### src/rtl/rb_frame_controller_pkg.sv
// Shared constants and strobe tag type for the row-buffer frame controller.
package rb_frame_controller_pkg;

  localparam int RBs      = 4;
  localparam int RB_DEPTH = 512;

  typedef struct packed {
    logic wr;
    logic rd;
  } rb_strb_t;

  // Counter width that never collapses to zero bits for degenerate sizes.
  function automatic int cw(input int n);
    return (n > 1) ? $clog2(n) : 1;
  endfunction

endpackage

### src/rtl/rb_frame_controller_if.sv
// Start/stall request and strobe/window outputs of the frame controller.
interface rb_frame_controller_if import rb_frame_controller_pkg::*; #(
  parameter int IMG_W = RB_DEPTH,
  parameter int IMG_H = 512
) ();
  logic                   start;
  logic                   stall;
  logic                   en_e_mem_addr;
  logic                   en_w_bram_addr;
  logic                   en_r_bram_addr;
  logic                   window_valid;
  logic [cw(IMG_H)-1:0]   win_row;
  logic [cw(IMG_W)-1:0]   win_col;
  logic                   busy;
  logic                   done;

  modport master (
    input  start, stall,
    output en_e_mem_addr, en_w_bram_addr, en_r_bram_addr,
           window_valid, win_row, win_col, busy, done
  );

  modport slave (
    output start, stall,
    input  en_e_mem_addr, en_w_bram_addr, en_r_bram_addr,
           window_valid, win_row, win_col, busy, done
  );
endinterface

### src/rtl/rb_frame_controller_delay_pipe.sv
// Free-running tag delay line; din is {wr, rd, pos}, taps expose strobes at TAP
// and {rd, pos} at the last stage.
module rb_delay_pipe #(
  parameter int DEPTH = 4,
  parameter int TAP   = 2,
  parameter int W     = 8
) (
  input  logic         clk,
  input  logic         rst,
  input  logic [W-1:0] din,
  output logic [1:0]   tap_wr,
  output logic [W-2:0] tap_win
);
  logic [DEPTH:1][W-1:0] stg;

  always_ff @(posedge clk) begin
    if (rst) begin
      stg <= '0;
    end else begin
      stg[1] <= din;
      for (int i = 2; i <= DEPTH; i++) stg[i] <= stg[i-1];
    end
  end

  assign tap_wr  = stg[TAP][W-1 -: 2];
  assign tap_win = stg[DEPTH][W-2:0];
endmodule

### src/rtl/rb_frame_controller.sv
// Raster-order fetch sequencer: PRIME fills the row buffers, STREAM fetches with
// coincident BRAM read/write, WAIT drains the delay pipe before DONE.
module rb_frame_controller import rb_frame_controller_pkg::*; #(
  parameter int IMG_W  = RB_DEPTH,
  parameter int IMG_H  = 512,
  parameter int RBS    = RBs,
  parameter int WR_DLY = 2
) (
  input  logic                  clk,
  input  logic                  rst,
  rb_frame_controller_if.master bus
);
  localparam int CW = cw(IMG_W);
  localparam int RW = cw(IMG_H);
  localparam int WW = cw(WR_DLY + 2);
  localparam int TW = 2 + RW + CW;

  localparam logic [CW-1:0] COL_LAST   = CW'(IMG_W - 1);
  localparam logic [RW-1:0] PRIME_LAST = RW'(RBS - 1);
  localparam logic [RW-1:0] ROW_LAST   = RW'(IMG_H - 1);
  localparam logic [WW-1:0] WAIT_LAST  = WW'(WR_DLY + 1);

  typedef enum logic [2:0] {IDLE, PRIME, STREAM, WAIT, DONE} state_t;

  typedef struct packed {
    rb_strb_t        s;
    logic [RW-1:0]   row;
    logic [CW-1:0]   col;
  } tag_t;

  typedef struct packed {
    logic            rd;
    logic [RW-1:0]   row;
    logic [CW-1:0]   col;
  } win_t;

  state_t        state, state_nxt;
  logic [CW-1:0] col;
  logic [RW-1:0] row;
  logic [WW-1:0] wcnt;
  logic          fetch, busy, done;
  logic          row_end, prime_end, frame_end;
  tag_t          tag_in;
  rb_strb_t      tag_wr;
  win_t          tag_win;

  assign row_end   = (col == COL_LAST);
  assign prime_end = fetch && row_end && (row == PRIME_LAST);
  assign frame_end = fetch && row_end && (row == ROW_LAST);

  always_ff @(posedge clk) begin
    if (rst) state <= IDLE;
    else     state <= state_nxt;
  end

  always_comb begin
    state_nxt = state;
    fetch     = 1'b0;
    busy      = 1'b1;
    done      = 1'b0;
    unique case (state)
      IDLE: begin
        busy = 1'b0;
        if (bus.start) state_nxt = PRIME;
      end
      PRIME: begin
        fetch = !bus.stall;
        // With no rows left to stream, the prime pass already ends the frame.
        if (prime_end) state_nxt = (IMG_H == RBS) ? WAIT : STREAM;
      end
      STREAM: begin
        fetch = !bus.stall;
        if (frame_end) state_nxt = WAIT;
      end
      WAIT:    if (wcnt == WAIT_LAST) state_nxt = DONE;
      DONE: begin
        done      = 1'b1;
        state_nxt = IDLE;
      end
      default: state_nxt = IDLE;
    endcase
  end

  always_ff @(posedge clk) begin
    if (rst) begin
      col  <= '0;
      row  <= '0;
      wcnt <= '0;
    end else begin
      if (fetch) begin
        if (row_end) begin
          col <= '0;
          row <= frame_end ? '0 : row + 1'b1;
        end else begin
          col <= col + 1'b1;
        end
      end
      wcnt <= (state == WAIT) ? wcnt + 1'b1 : '0;
    end
  end

  always_comb begin
    tag_in = '0;
    if (fetch) begin
      tag_in.s.wr = 1'b1;
      tag_in.s.rd = (state == STREAM);
      tag_in.row  = row;
      tag_in.col  = col;
    end
  end

  // Pipe keeps shifting under stall so in-flight writes still land on time.
  rb_delay_pipe #(
    .DEPTH (WR_DLY + 2),
    .TAP   (WR_DLY),
    .W     (TW)
  ) u_pipe (
    .clk     (clk),
    .rst     (rst),
    .din     (tag_in),
    .tap_wr  (tag_wr),
    .tap_win (tag_win)
  );

  assign bus.en_e_mem_addr  = fetch;
  assign bus.en_w_bram_addr = tag_wr.wr;
  assign bus.en_r_bram_addr = tag_wr.rd;
  assign bus.window_valid   = tag_win.rd;
  assign bus.win_row        = tag_win.row;
  assign bus.win_col        = tag_win.col;
  assign bus.busy           = busy;
  assign bus.done           = done;
endmodule

### src/flat_wrapper.sv
// flat-port wrapper written by rule: the top's interface ports become plain ports
module rb_frame_controller_flat import rb_frame_controller_pkg::*;
#(
  parameter int IMG_W  = RB_DEPTH,
  parameter int IMG_H  = 512,
  parameter int RBS    = RBs,
  parameter int WR_DLY = 2
)
  (clk, rst, bus_start, bus_stall, bus_en_e_mem_addr, bus_en_w_bram_addr, bus_en_r_bram_addr, bus_window_valid, bus_win_row, bus_win_col, bus_busy, bus_done);
  rb_frame_controller_if #(.IMG_W(IMG_W), .IMG_H(IMG_H)) bus_i ();
  input  logic clk;
  input  logic rst;
  input wire logic [$bits(bus_i.start)-1:0] bus_start;
  input wire logic [$bits(bus_i.stall)-1:0] bus_stall;
  output wire logic [$bits(bus_i.en_e_mem_addr)-1:0] bus_en_e_mem_addr;
  output wire logic [$bits(bus_i.en_w_bram_addr)-1:0] bus_en_w_bram_addr;
  output wire logic [$bits(bus_i.en_r_bram_addr)-1:0] bus_en_r_bram_addr;
  output wire logic [$bits(bus_i.window_valid)-1:0] bus_window_valid;
  output wire logic [$bits(bus_i.win_row)-1:0] bus_win_row;
  output wire logic [$bits(bus_i.win_col)-1:0] bus_win_col;
  output wire logic [$bits(bus_i.busy)-1:0] bus_busy;
  output wire logic [$bits(bus_i.done)-1:0] bus_done;
  assign bus_i.start = bus_start;
  assign bus_i.stall = bus_stall;
  assign bus_en_e_mem_addr = bus_i.en_e_mem_addr;
  assign bus_en_w_bram_addr = bus_i.en_w_bram_addr;
  assign bus_en_r_bram_addr = bus_i.en_r_bram_addr;
  assign bus_window_valid = bus_i.window_valid;
  assign bus_win_row = bus_i.win_row;
  assign bus_win_col = bus_i.win_col;
  assign bus_busy = bus_i.busy;
  assign bus_done = bus_i.done;
  rb_frame_controller #(.IMG_W(IMG_W), .IMG_H(IMG_H), .RBS(RBS), .WR_DLY(WR_DLY)) u_core (.clk(clk), .rst(rst), .bus(bus_i));
endmodule
### config.mk
export PLATFORM = sky130hd
export DESIGN_NAME = rb_frame_controller_flat
export DESIGN_NICKNAME = d
export VERILOG_FILES = /design/src/rtl/rb_frame_controller_pkg.sv /design/src/rtl/rb_frame_controller_if.sv /design/src/rtl/rb_frame_controller_delay_pipe.sv /design/src/rtl/rb_frame_controller.sv /design/src/flat_wrapper.sv
export SDC_FILE = /design/constraint.sdc
export NUM_CORES = 1
export LEC_CHECK = 0
export ABC_AREA = 1
export BUFFER_PORTS_ARGS = -buffer_cell sky130_fd_sc_hd__buf_4
export CORE_UTILIZATION = 45
export CTS_CLUSTER_DIAMETER = 30
export DETAILED_ROUTE_END_ITERATION = 8
export MAX_ROUTING_LAYER = met4
export SYNTH_ARGS = -nofsm -noshare
export SYNTH_HDL_FRONTEND = slang
export SYNTH_HIERARCHICAL = 1
export SYNTH_SLANG_ARGS = --single-unit
### constraint.sdc
create_clock -name clk -period 1.95 [get_ports clk]
set_clock_uncertainty 0.1 [all_clocks]
set_input_delay 0.0975 -clock clk [delete_from_list [all_inputs] [get_ports clk]]
set_output_delay 0.0975 -clock clk [all_outputs]
set_load 0.005 [all_outputs]
# [Word level (Yosys, flattened, before mapping)]
# Cells that the tools add are included.
[word_totals] output_inout_bits=24 wordCells=47 reg_bits=101 in_bits=4
[op_classes] eq_ne=12 bitwise_logic=2 add_sub_neg=3 mux=11 reduce_logical=10
[ops] cell="2-to-1 mux 20 bit" n=1
[ops] cell="adder 9 x 1 -> 9 bit, second input constant" n=2
[ops] cell="equality test 9 bit, second input constant" n=2
[ops] cell="2-to-1 mux 9 bit" n=2
[ops] cell="2-to-1 mux 3 bit" n=4
[ops] cell="one-hot mux 3 bit (4 select lines)" n=1
[ops] cell="equality test 9 x 2 -> 1 bit, second input constant" n=1
[ops] cell="equality test 3 x 2 -> 1 bit, second input constant" n=2
[ops] cell="!= test 2 x 1 -> 1 bit, second input constant" n=3
[ops] cell="OR reduction 2 bit" n=3
[ops] cell="AND reduction 4 bit" n=1
[ops] cell="equality test 3 x 1 -> 1 bit, second input constant" n=1
[ops] cell="equality test 3 bit, second input constant" n=1
[ops] cell="logical AND 1 bit" n=3
[ops] cell="zero test 3 bit" n=1
[ops] cell="2-to-1 mux 1 bit" n=3
[ops] cell="adder 2 x 1 -> 2 bit, second input constant" n=1
[ops] cell="equality test 2 bit, second input constant" n=1
[ops] cell="!= test 2 bit, second input constant" n=1
[ops] cell="NOT 1 bit" n=2
[ops] cell="AND reduction 2 bit" n=1
[ops] cell="zero test 1 bit" n=1

# [Logic depth before layout (Yosys ltp)]
# Gate-level depths: netlist (run 1).
[logic_depth] depth_word=7 depth_mapped=12 ltp_nobuf=12

# [Hierarchy]
# Netlist (run 1), hierarchy kept.
[by_module_without_submodules] module="rb_delay_pipe" instances=1 seq_area_each_um2=1561.5 cells_per_inst=264 area_per_inst_um2=2374.8
[by_module_without_submodules] module="rb_frame_controller" instances=1 seq_area_each_um2=460.4 cells_per_inst=190 area_per_inst_um2=1327.5

# [Least setup slack after synthesis (run 1)]
# No wires, ideal clock.
[synth_path] path_type="register to register" startpoint="reg u_core.col[1]" endpoint="reg u_core.row[3]" arrival_time_ns=1.728 required_time_ns=1.735 setup_time_ns=0.115 stages_incl_launch_ff=11 slack_ns=0.008 path_buffers=0 period_less_slack_ns=1.942 path_cell_list="dfxtp_1 ha_1 inv_1 nor3_1 nand3_1 nor3_1 ha_1 nand4_2 nand2_1 a21oi_1 o21a_1"
[synth_between] elab_chain_len=4 word_cells_on_any_way=5 cone_classes="1 x eq/ne; 1 x mux; 3 x reduce/logical"
[synth_rtl] item="from (decl)" line_no="rb_frame_controller.sv:38" text="logic [CW-1:0] col;"
[synth_rtl] item="from (signal assigned)" line_no="rb_frame_controller.sv:95" text="col <= col + 1'b1;"
[synth_rtl] item="equality test 9 bit *" line_no="rb_frame_controller.sv:47" text="assign row_end = (col == COL_LAST);"
[synth_rtl] item="logical AND 1 bit (2 in a row)" line_no="rb_frame_controller.sv:49" text="assign frame_end = fetch && row_end && (row == ROW_LAST);"
[synth_rtl] item="2-to-1 mux 9 bit" line_no="rb_frame_controller.sv:93" text="row <= frame_end ? '0 : row + 1'b1;"
[synth_rtl] item="to (signal assigned)" line_no="rb_frame_controller.sv:93"
[synth_rtl] item="to (decl)" line_no="rb_frame_controller.sv:39" text="logic [RW-1:0] row;"
# Mark *: on every way between the ends. The rest lies on a longest branch, timed or not.
# A chain may end at the register's enable or synchronous reset.

# [Worst setup path after layout (run 1)]
[layout_path] startpoint="reg u_core.col[0]" endpoint="reg u_core.col[4]"
[layout_between] elab_chain_len=2 word_cells_on_any_way=3 cone_classes="1 x add/sub; 1 x eq/ne; 1 x mux"
[layout_rtl] item="adder 9 x 1 -> 9 bit / equality test 9 bit (equally long branches)" line_no="rb_frame_controller.sv:95, rb_frame_controller.sv:47"
[layout_rtl] item="2-to-1 mux 9 bit *" line_no="rb_frame_controller.sv:91" text="if (row_end) begin"
# Marked as above.

==> results.py, run 1 <==
metrics = {
    "outcome": {
        "status": "complete, but fails checks",
        "violations": "setup timing",
    },
    "finish": {
        "regArea_um2": 2030,
        "num_antenna_cells": 0,
        "drive_above_1_share": 0.220,
        "final_common_cell": "nor2_1",
        "nets": 497,
        "area_growth_pct": 17.2,
        "multi_input_area_um2": 1170,
        "final_cell_mix": "110 x nor2_1, 107 x inv_1, 97 x dfxtp_1",
        "fillers": 740,
        "finalNonFillerCells": 594,
    },
    "die": {
        "die_w_um": 92.7,
        "die_h_um": 92.7,
        "fp.coreArea_um2": 7850,
        "io-pin-count": 28,
        "rows": 32,
        "die-area_um2": 8590,
        "start_util": 0.472,
    },
    "clock_network": {
        "htreeDepth": 3,
        "cts_num_sinks": 101,
        "cts_tree": "done",
        "clk_pin_slew_ps": 90,
        "cts_root_buffer": "clkbuf_8",
        "clk_latency_ps": 360,
        "clockBufferDepth": 2,
        "cts_made_buffers": 9,
    },
    "critical_path": {
        "r2r_slack_ps": -70,
        "required_ps": 2110,
        "cp_max_fo": 5,
        "r2r-end": "u_core/col[4]",
        "r2r-start": "u_core/col[0]",
        "critPathCaptureType": "flip-flop",
        "worstSetupStartpoint": "u_core/col[0]",
        "cp-start-kind": "flip-flop",
        "critical_path_arrival_ps": 2180,
        "critPathKind": "flip-flop to flip-flop",
        "r2r_cells": 11,
    },
    "power": {
        "power.density_nw_per_um2": 933,
        "leakagePower_nw": 1.75,
        "vdd_drop_max_mv": 0.695,
    },
    "logic_synthesis": {
        "ys_seq_area_frac": 0.546,
        "syn_nets": 464,
        "yosys_warnings": 6,
        "synth-edff-count": 0,
        "synthesis.instances": 454,
        "ys_async_sr_fraction": 0,
        "netlist_area_um2": 3700,
        "ys.flop_type": "dfxtp_1",
        "syn_avg_cell_area_um2": 8.15,
        "synth_seq_cells": 101,
        "synth_cell_types": 32,
    },
    "timing": {
        "hold_viol": 0,
        "fin_crit_ps": 2020,
        "worst_pin_slew_ps": 753,
        "fin_ws_ps": -72.0,
        "holdWs_ps": 49.7,
        "finalCritPeriodShare": 1.04,
        "slew_headroom": 0.498,
        "grt_setup_unrepaired": "yes",
        "setup_violations": 8,
        "slew_violations": 0,
        "timing.fmax_mhz": 495,
    },
    "detailed_routing": {
        "routedWlPerCell_um": 9.30,
        "avgViaCountPerCell": 4.24,
        "first_pass_iters": 4,
        "drtAntennaViolNets": 0,
        "via_count": 2521,
        "drt-initial-drc-count": 57,
        "totalWireLength_um": 5520,
        "drc_errors": 0,
    },
    "hold_path": {
        "worstHoldPathType": "primary input to flip-flop",
        "holdPathStages": 4,
        "min_to": "u_core/state[1]",
        "min-delay-start": "rst",
    },
    "grt": {
        "grt_pass1_vias": 2205,
        "grt-ovfl-total": 0,
        "grt_pass1_wl_um": 9350,
        "track_usage": 0.142,
        "grt_max_degree": 82,
        "antenna_found_initial": 0,
    },
    "placed_design": {
        "gp_congestion": 0.843,
        "hpwl_um": 3390,
        "placedCellCount": 568,
        "port_buffers": 27,
    },
    "flow_run": {
        "maxCapViolations": 0,
    },
}
-- worst max-delay path: stages (launching register included) --
cell and delay, ps:
dfxtp_4 370, ha_4 140, inv_2 50, nor3_4 150, nand3_2 130, nor3_4 220, ha_4 210, nand3_4 140
buf_4 180, nand2_2 100, a21oi_2 40, o21a_1 90
-- power by group --
group	switching [W]	internal, W	total, W
clock network	0.000725	0.000489	0.00121
logic	0.000404	0.000248	0.000652
registers	0.0000616	0.00212	0.00218
total	0.00119	0.00286	0.00405
-- cell type report --
class	instances	share of cell area
Tap cell	102	0.0294
Timing Repair Buffer	54	0.0940
Inverter	111	0.0972
Clock buffer	10	0.0294
Sequential cell	101	0.468
Clock inverter	6	0.0130
Multi-Input combinational cell	210	0.269
-- synth_stat cells (3+ instances only) --
master | count | area [µm²]
a211oi_1 | 4 | 30.0
a21oi_1 | 9 | 45.0
buf_2 | 6 | 30.0
buf_4 | 22 | 165
buf_6 | 5 | 56.3
dfxtp_1 | 101 | 2020
ha_1 | 6 | 75.1
inv_1 | 108 | 405
nand2_1 | 23 | 86.3
nand2_2 | 3 | 18.8
nand3_1 | 12 | 60.1
nand4_1 | 3 | 18.8
nor2_1 | 115 | 432
nor2_2 | 3 | 18.8
nor3_1 | 10 | 50.1
o21ai_0 | 4 | 20.0
-- flip-flops by register name, summed over array words and instances (netlist names) --
signal	cells
u_core/u_pipe/tap_win	19
u_core/col	9
u_core/state	3
u_core/u_pipe/stg	57
u_core/u_pipe/tap_wr	2
u_core/wcnt	2
u_core/row	9
-- metal layers --
layer  global-route usage  wire length, µm  vias up
met5                    -                0        -
met4               0.0846               97        0
met3               0.0312              187        9
met2                0.228             2540       46
met1                0.164             2700     1089
li1                     -                -     1377
-- worst max-delay path by stage --
stage	end	slack (ps)	depth (start not counted)
6_report	u_core/col[4]	-70	11
5_1_grt	u_core/state[0]	-190	11
4_1_cts	u_core/state[0]	-80	12
3_5_place_dp	u_core/row[3]	-270	10
3_3_place_gp	u_core/row[3]	-130	10
2_1_floorplan	u_core/row[3]	8	10
-- per-stage QoR --
stage / area [µm²] / power [W] / TNS, ps / util / setup slack (ps)
final: 4340 / 0.00405 / -312 / 0.553 / -72.0
after floorplan: 3700 / 0.00264 / 0 / - / 7.77
after detailed placement: 3920 / 0.00279 / -2450 / 0.499 / -271
after global placement: 3920 / 0.00276 / -858 / 0.499 / -132
after global routing: 4340 / 0.00426 / -2180 / 0.553 / -194
after CTS: 4260 / 0.00405 / -185 / 0.543 / -77.4
-- cell families after synthesis --
| logic type | share of synthesized area |
|---|---|
| and+or+nand+nor | 0.210 |
| buffers and inverters | 0.181 |
| DFF | 0.546 |
| AOI/OAI and AO/OA | 0.0406 |
| adders and majority gates | 0.0203 |
| xor gates and xnor gates | 0.00237 |
-- what timing repair did --
item | CTS | global route
hold buffers | 1 | 0
gates cloned | 1 | 0
setup buffers | 6 | 2
gates resized for setup | 22 | 14
endpoints found under the setup margin | 16 | 18
endpoints found under the hold margin | 1 | 0
pin swaps | 10 | 9
Power figures use the tool's default switching activity.
==> run 2, diff against run 1 <==
==> constraint.sdc (replaced) <==
create_clock -name clk -period 2.05 [get_ports clk]
set_clock_uncertainty 0.1 [all_clocks]
set_input_delay 0.1025 -clock clk [delete_from_list [all_inputs] [get_ports clk]]
set_output_delay 0.1025 -clock clk [all_outputs]
set_load 0.005 [all_outputs]
==> run 2 against run 1 <==
- the run still ends with setup timing left
- flip-flop and latch count is the same
- utilization grew 0.14 points
- fmax shrank 2.6%
- clock-buffer cell count is the same
==> results.py, run 2 (same netlist as run 1, synthesis figures left out) <==
metrics = {
    "outcome": {
        "status": "complete, but fails checks",
        "violations": "setup timing",
    },
    "die": {
        "start_util": 0.472,
        "die_w_um": 92.7,
        "die_h_um": 92.7,
        "fp.coreArea_um2": 7850,
        "die-area_um2": 8590,
        "io-pin-count": 28,
        "rows": 32,
    },
    "clock_network": {
        "cts_tree": "done",
        "clk_latency_ps": 360,
        "htreeDepth": 3,
        "cts_root_buffer": "clkbuf_8",
        "cts_num_sinks": 101,
        "cts_made_buffers": 9,
        "clockBufferDepth": 2,
        "clk_pin_slew_ps": 100,
    },
    "critical_path": {
        "path_cells": "ha_4, inv_4, nor3_4, nand3_2, nor3_2, ha_2, buf_6, nand4_4, nand2_4, buf_6, nand4_1, nand2_1, nor2_1",
        "critPathKind": "flip-flop to flip-flop",
        "critPathBufInv": 3,
        "critical_path_arrival_ps": 2240,
        "cp_top_family": "simple AND/OR/NAND/NOR gates",
        "required_ps": 2220,
        "cp-start-kind": "flip-flop",
        "crit_slowest_cell": "dfxtp_2",
        "critPathCaptureType": "flip-flop",
        "cp_common_cell": "buf_6",
        "worst_path_largest_cell_delay_ps": 370,
        "cp_max_fo": 3,
    },
    "detailed_routing": {
        "via_count": 2455,
        "drtAntennaViolNets": 0,
        "totalWireLength_um": 5440,
        "drc_errors": 0,
        "first_pass_iters": 4,
        "drt-initial-drc-count": 58,
        "routedWlPerCell_um": 9.17,
        "avgViaCountPerCell": 4.14,
    },
    "finish": {
        "fillers": 741,
        "nets": 496,
        "largest-register": "u_core/u_pipe/stg",
        "largest_register_ff_count": 57,
        "final_common_cell": "nor2_1",
        "area_growth_pct": 17.5,
        "regArea_um2": 2030,
        "finalNonFillerCells": 593,
        "num_antenna_cells": 0,
        "drive_above_1_share": 0.214,
        "multi_input_area_um2": 1130,
        "final_cell_mix": "113 x nor2_1, 107 x inv_1, 96 x dfxtp_1",
    },
    "grt": {
        "grt_pass1_wl_um": 8780,
        "grt-ovfl-total": 0,
        "antenna_found_initial": 0,
        "grt_max_degree": 54,
        "track_usage": 0.134,
        "grt_pass1_vias": 2057,
    },
    "placed_design": {
        "hpwl_um": 3210,
        "port_buffers": 27,
        "placedCellCount": 560,
        "gp_congestion": 0.832,
        "preCtsSetupSlack_ps": -97.7,
    },
    "timing": {
        "timing.fmax_mhz": 482,
        "fin_tns_setup_ps": -48.8,
        "setup_violations": 3,
        "fin_ws_ps": -26.8,
        "worst_pin_slew_ps": 488,
        "fin_crit_ps": 2080,
        "finalCritPeriodShare": 1.01,
        "grt_setup_unrepaired": "yes",
        "hold_viol": 0,
        "slew_violations": 0,
        "slew_headroom": 0.674,
    },
    "power": {
        "leakagePower_nw": 1.76,
        "switchingPower_w": 0.00110,
        "comb_power_share": 0.146,
        "power.total_w": 0.00395,
        "p_int_w": 0.00285,
        "seqPwrFrac": 0.523,
        "vdd_drop_max_mv": 0.462,
        "power_switching_share": 0.279,
        "power.density_nw_per_um2": 908,
        "clkPwrFrac": 0.331,
    },
    "flow_run": {
        "maxCapViolations": 0,
    },
    "hold_path": {
        "worstHoldPathType": "primary input to flip-flop",
    },
}
-- run 2: worst register-to-register path, stage by stage, from the launching register on --
cell and delay, ps:
dfxtp_2 370, ha_4 150, inv_4 40, nor3_4 190
nand3_2 110, nor3_2 170, ha_2 230, buf_6 120
nand4_4 110, nand2_4 110, buf_6 90, nand4_1 80
nand2_1 70, nor2_1 50
-- run 2: final timing paths --
path                         startpoint                     to  slack (ps)  depth (start not counted)
setup / recovery          u_core/col[1]        u_core/state[0]         -30                         13
hold / removal                bus_start        u_core/state[2]         100                          5
setup reg to reg          u_core/col[1]        u_core/state[0]         -30                         13
hold reg to reg   u_core/u_pipe/stg[37]  u_core/u_pipe/stg[57]         300                          2
-- run 2: power groups by stage --
stage	combinational (W)	clock (W)	sequential [W]
2_1_floorplan	0.000410	0	0.00210
3_3_place_gp	0.000500	0	0.00210
3_5_place_dp	0.000512	0	0.00211
4_1_cts	0.000518	0.00136	0.00206
5_1_grt	0.000652	0.00144	0.00207
6_report	0.000576	0.00131	0.00207
-- run 2: metal layers --
metal / vias up / wire, µm / track usage
li1: 1370 / - / -
met1: 1038 / 2580 / 0.162
met2: 38 / 2530 / 0.204
met3: 9 / 215 / 0.0443
met4: 0 / 102 / 0.0615
met5: - / 0 / -
-- run 2: timing repair --
item                                   in CTS  in global routing
gates resized for setup                     6                 31
hold buffers                                3                  0
setup buffers                               4                 10
pin swaps                                   3                 13
cloned                                      0                  0
setup endpoints to repair                  11                 17
endpoints found under the hold margin      21                  0
-- run 2: final cells by class --
cell class / instances / share of cell area
Multi-Input combinational cell: 209 / 0.259
Clock inverter: 6 / 0.0181
Sequential cell: 101 / 0.466
Timing Repair Buffer: 54 / 0.0984
Clock buffer: 10 / 0.0316
Tap cell: 102 / 0.0293
Inverter: 111 / 0.0969
-- run 2: per-stage QoR --
stage	area, µm²	hold slack (ps)	util
final	4350	98.2	0.554
after global routing	4350	109	0.554
after CTS	4150	65.6	0.529
after detailed placement	3860	275	0.491
after global placement	3860	274	0.491
after floorplan	3700	71.6	-
==> run 3, diff against run 2 <==
--- a/config.mk
+++ b/config.mk
@@ -5,10 +5,8 @@
 export SDC_FILE = /design/constraint.sdc
 export NUM_CORES = 1
 export LEC_CHECK = 0
-export ABC_AREA = 1
 export BUFFER_PORTS_ARGS = -buffer_cell sky130_fd_sc_hd__buf_4
 export CORE_UTILIZATION = 45
-export CTS_CLUSTER_DIAMETER = 30
 export DETAILED_ROUTE_END_ITERATION = 8
 export MAX_ROUTING_LAYER = met4
 export SYNTH_ARGS = -nofsm -noshare
==> run 3 against run 2 <==
- the flow still finishes with violations (setup timing)
- flip-flop and latch count did not move
- first-iteration DRC count fell by 22%
- sequential power fell by 5%
- routed wire length fell by 13%
- non-clock buffer count fell by 5
- sequential share of layout area rose by 2.7 points
- critical path depth fell by 5
- power fell by 10%
- die area fell by 3.8%
- largest cell class unchanged
==> results.py, run 3 <==
metrics = {
    "logic_synthesis": {
        "synth-edff-count": 0,
        "synth_top_area_cell": "dfxtp_1",
        "synthMuxAreaShare": 0,
        "yosysMostFrequentCell": "dfxtp_1",
        "synthTopCellsByArea": "dfxtp_1 57%, nor2b_1 14%, buf_4 4.6%, and3_1 3.3%, xnor2_1 2.5%",
        "ys.flop_type": "dfxtp_1",
        "synthSimpleGateAreaFrac": 0.273,
        "synth_compound_area_frac": 0.0246,
        "synth_cell_types": 39,
        "yosys_warnings": 6,
        "synth_top_area_share": 0.568,
        "synthAdderAreaFrac": 0.0211,
        "netlist_area_um2": 3560,
        "ys_async_sr_fraction": 0,
        "synth_seq_cells": 101,
        "synthesis.instances": 342,
        "ys_seq_area_frac": 0.568,
        "ys_top_cells_by_count": "101 x dfxtp_1, 78 x nor2b_1, 22 x buf_4",
        "syn_nets": 352,
        "synth-xor-area-share": 0.0366,
        "syn_avg_cell_area_um2": 10.4,
        "synth_top_family_by_area": "simple AND/OR/NAND/NOR gates",
    },
    "hold_path": {
        "min_to": "u_core/u_pipe/stg[19]",
        "holdPathStages": 2,
        "worstHoldPathType": "primary input to flip-flop",
        "min-delay-start": "rst",
    },
    "grt": {
        "grt_pass1_wl_um": 8260,
        "track_usage": 0.129,
        "grt_pass1_vias": 1849,
        "grt-ovfl-total": 0,
        "grt_max_degree": 63,
        "antenna_found_initial": 0,
    },
    "die": {
        "die-area_um2": 8270,
        "fp.coreArea_um2": 7690,
        "die_h_um": 90.9,
        "io-pin-count": 28,
        "rows": 32,
        "die_w_um": 90.9,
        "start_util": 0.463,
    },
    "power": {
        "power.total_w": 0.00354,
        "leakagePower_nw": 1.70,
        "power.density_nw_per_um2": 862,
        "vdd_drop_max_mv": 0.323,
    },
    "outcome": {
        "violations": "setup timing",
        "status": "complete, but fails checks",
    },
    "clock_network": {
        "cts_num_sinks": 101,
        "cts_root_buffer": "clkbuf_8",
        "cts_made_buffers": 9,
        "cts_tree": "done",
        "htreeDepth": 3,
        "clockBufferDepth": 2,
        "clk_latency_ps": 350,
        "hold_buffers": 0,
        "clk_pin_slew_ps": 90,
    },
    "critical_path": {
        "r2r-start": "u_core/col[1]",
        "r2r_slack_ps": -50,
        "critPathBufInv": 0,
        "critPathKind": "flip-flop to flip-flop",
        "critPathCaptureType": "flip-flop",
        "worst_path_largest_cell_delay_ps": 430,
        "r2r_cells": 8,
        "critical_path_arrival_ps": 2280,
        "cp_top_family": "simple AND/OR/NAND/NOR gates",
        "path_cells": "ha_4, nand3_2, nor2_1, ha_2, or3b_4, nor2_4, or4b_1, a21oi_1",
        "crit_slowest_cell": "or4b_1",
        "cp_max_fo": 6,
        "required_ps": 2230,
        "r2r-end": "u_core/row[6]",
        "cp-start-kind": "flip-flop",
    },
    "placed_design": {
        "placedCellCount": 453,
        "gp_congestion": 0.765,
        "hpwl_um": 2970,
        "port_buffers": 27,
    },
    "finish": {
        "nets": 373,
        "largest_register_ff_count": 57,
        "final_cell_mix": "99 x dfxtp_1, 78 x nor2b_1, 47 x buf_4",
        "area_growth_pct": 15.4,
        "finalNonFillerCells": 470,
        "final_common_cell": "dfxtp_1",
        "num_antenna_cells": 0,
        "largest-register": "u_core/u_pipe/stg",
        "drive_above_1_share": 0.212,
    },
    "timing": {
        "grt_setup_unrepaired": "yes",
        "holdWs_ps": 42.4,
        "slew_headroom": 0.537,
        "finalCritPeriodShare": 1.03,
        "hold_viol": 0,
        "slew_violations": 0,
        "worst_pin_slew_ps": 692,
        "fin_ws_ps": -51.5,
        "setup_violations": 2,
        "fin_crit_ps": 2100,
        "timing.fmax_mhz": 476,
    },
    "detailed_routing": {
        "routedWlPerCell_um": 10.1,
        "via_count": 2101,
        "drc_errors": 0,
        "drtAntennaViolNets": 0,
        "avgViaCountPerCell": 4.47,
        "first_pass_iters": 4,
        "totalWireLength_um": 4740,
        "drt-initial-drc-count": 45,
    },
    "flow_run": {
        "maxCapViolations": 0,
    },
}
==> run 3: changes by cell type after synthesis, moves of 5 or more <==
cell	before	now
xnor2_1	0	10
nor2_1	115	13
clkbuf_1	0	5
nor2b_1	0	78
nand2_1	23	11
and3_1	0	19
inv_1	108	3
==> run 3: per-stage QoR <==
step	setup TNS, ps	worst slack, ps	instance area [µm²]	util
4_1_cts	-188	-72.7	4090	0.532
2_1_floorplan	-476	-65.5	3580	-
6_report	-56.6	-51.5	4110	0.534
5_1_grt	-946	-144	4110	0.534
3_3_place_gp	-680	-101	3830	0.499
3_5_place_dp	-942	-127	3830	0.499
==> run 3: area by class of cell <==
| class | count | area, µm² |
|---|---|---|
| inverters | 3 | 11.3 |
| flip-flops and latches | 101 | 2020 |
| multi-input cells | 199 | 1310 |
| well taps | 102 | 128 |
| clock inverters | 7 | 120 |
| clock buffers | 9 | 124 |
| fillers | 696 | 3580 |
| repair buffers | 49 | 393 |
==> run 3: cell families (layout without fill, tap and decap cells) <==
group | after synthesis | count (layout)
AOI/OAI and AO/OA | 15 | 15
buffers and inverters | 42 | 68
and+or+nand+nor | 164 | 164
xor gates and xnor gates | 14 | 14
adders and majority gates | 6 | 6
DFF | 101 | 101
==> run 3: worst max-delay path by stage <==
stage | start | endpoint | slack, ps | depth (start not counted)
after floorplan | u_core/col[1] | u_core/row[6] | -70 | 9
after global placement | u_core/col[1] | u_core/row[6] | -100 | 8
after detailed placement | u_core/col[1] | u_core/state[0] | -130 | 8
after CTS | u_core/col[1] | u_core/row[6] | -70 | 8
after global routing | u_core/col[1] | u_core/row[6] | -140 | 8
final | u_core/col[1] | u_core/row[6] | -50 | 8
==> run 3: per-layer routing <==
layer | share of wire | wire length (µm) | up-vias | track usage
li1 | - | - | 1130 | -
met1 | 0.49 | 2310 | 924 | 0.151
met2 | 0.45 | 2120 | 37 | 0.198
met3 | 0.044 | 207 | 10 | 0.0419
met4 | 0.021 | 98 | 0 | 0.0648
met5 | 0 | 0 | - | -
==> run 3: worst register-to-register path, cell delays in order (launching register included) <==
cell and delay (ps):
dfxtp_2 360, ha_4 140, nand3_2 60, nor2_1 100
ha_2 180, or3b_4 420, nor2_4 110, or4b_1 430
a21oi_1 120
==> run 3: repair_timing <==
action	4_1_cts	5_1_grt
gates cloned	0	0
hold endpoints to repair	0	0
endpoints found under the setup margin	11	10
pin swaps	1	0
resized for setup	2	2
buffers inserted	0	1
==> run 3: power by group <==
part | switching [W] | total, W | internal, W
Combinational | 0.0000676 | 0.000106 | 0.0000380
Sequential | 0.00000353 | 0.00197 | 0.00196
Clock | 0.000649 | 0.00147 | 0.000819
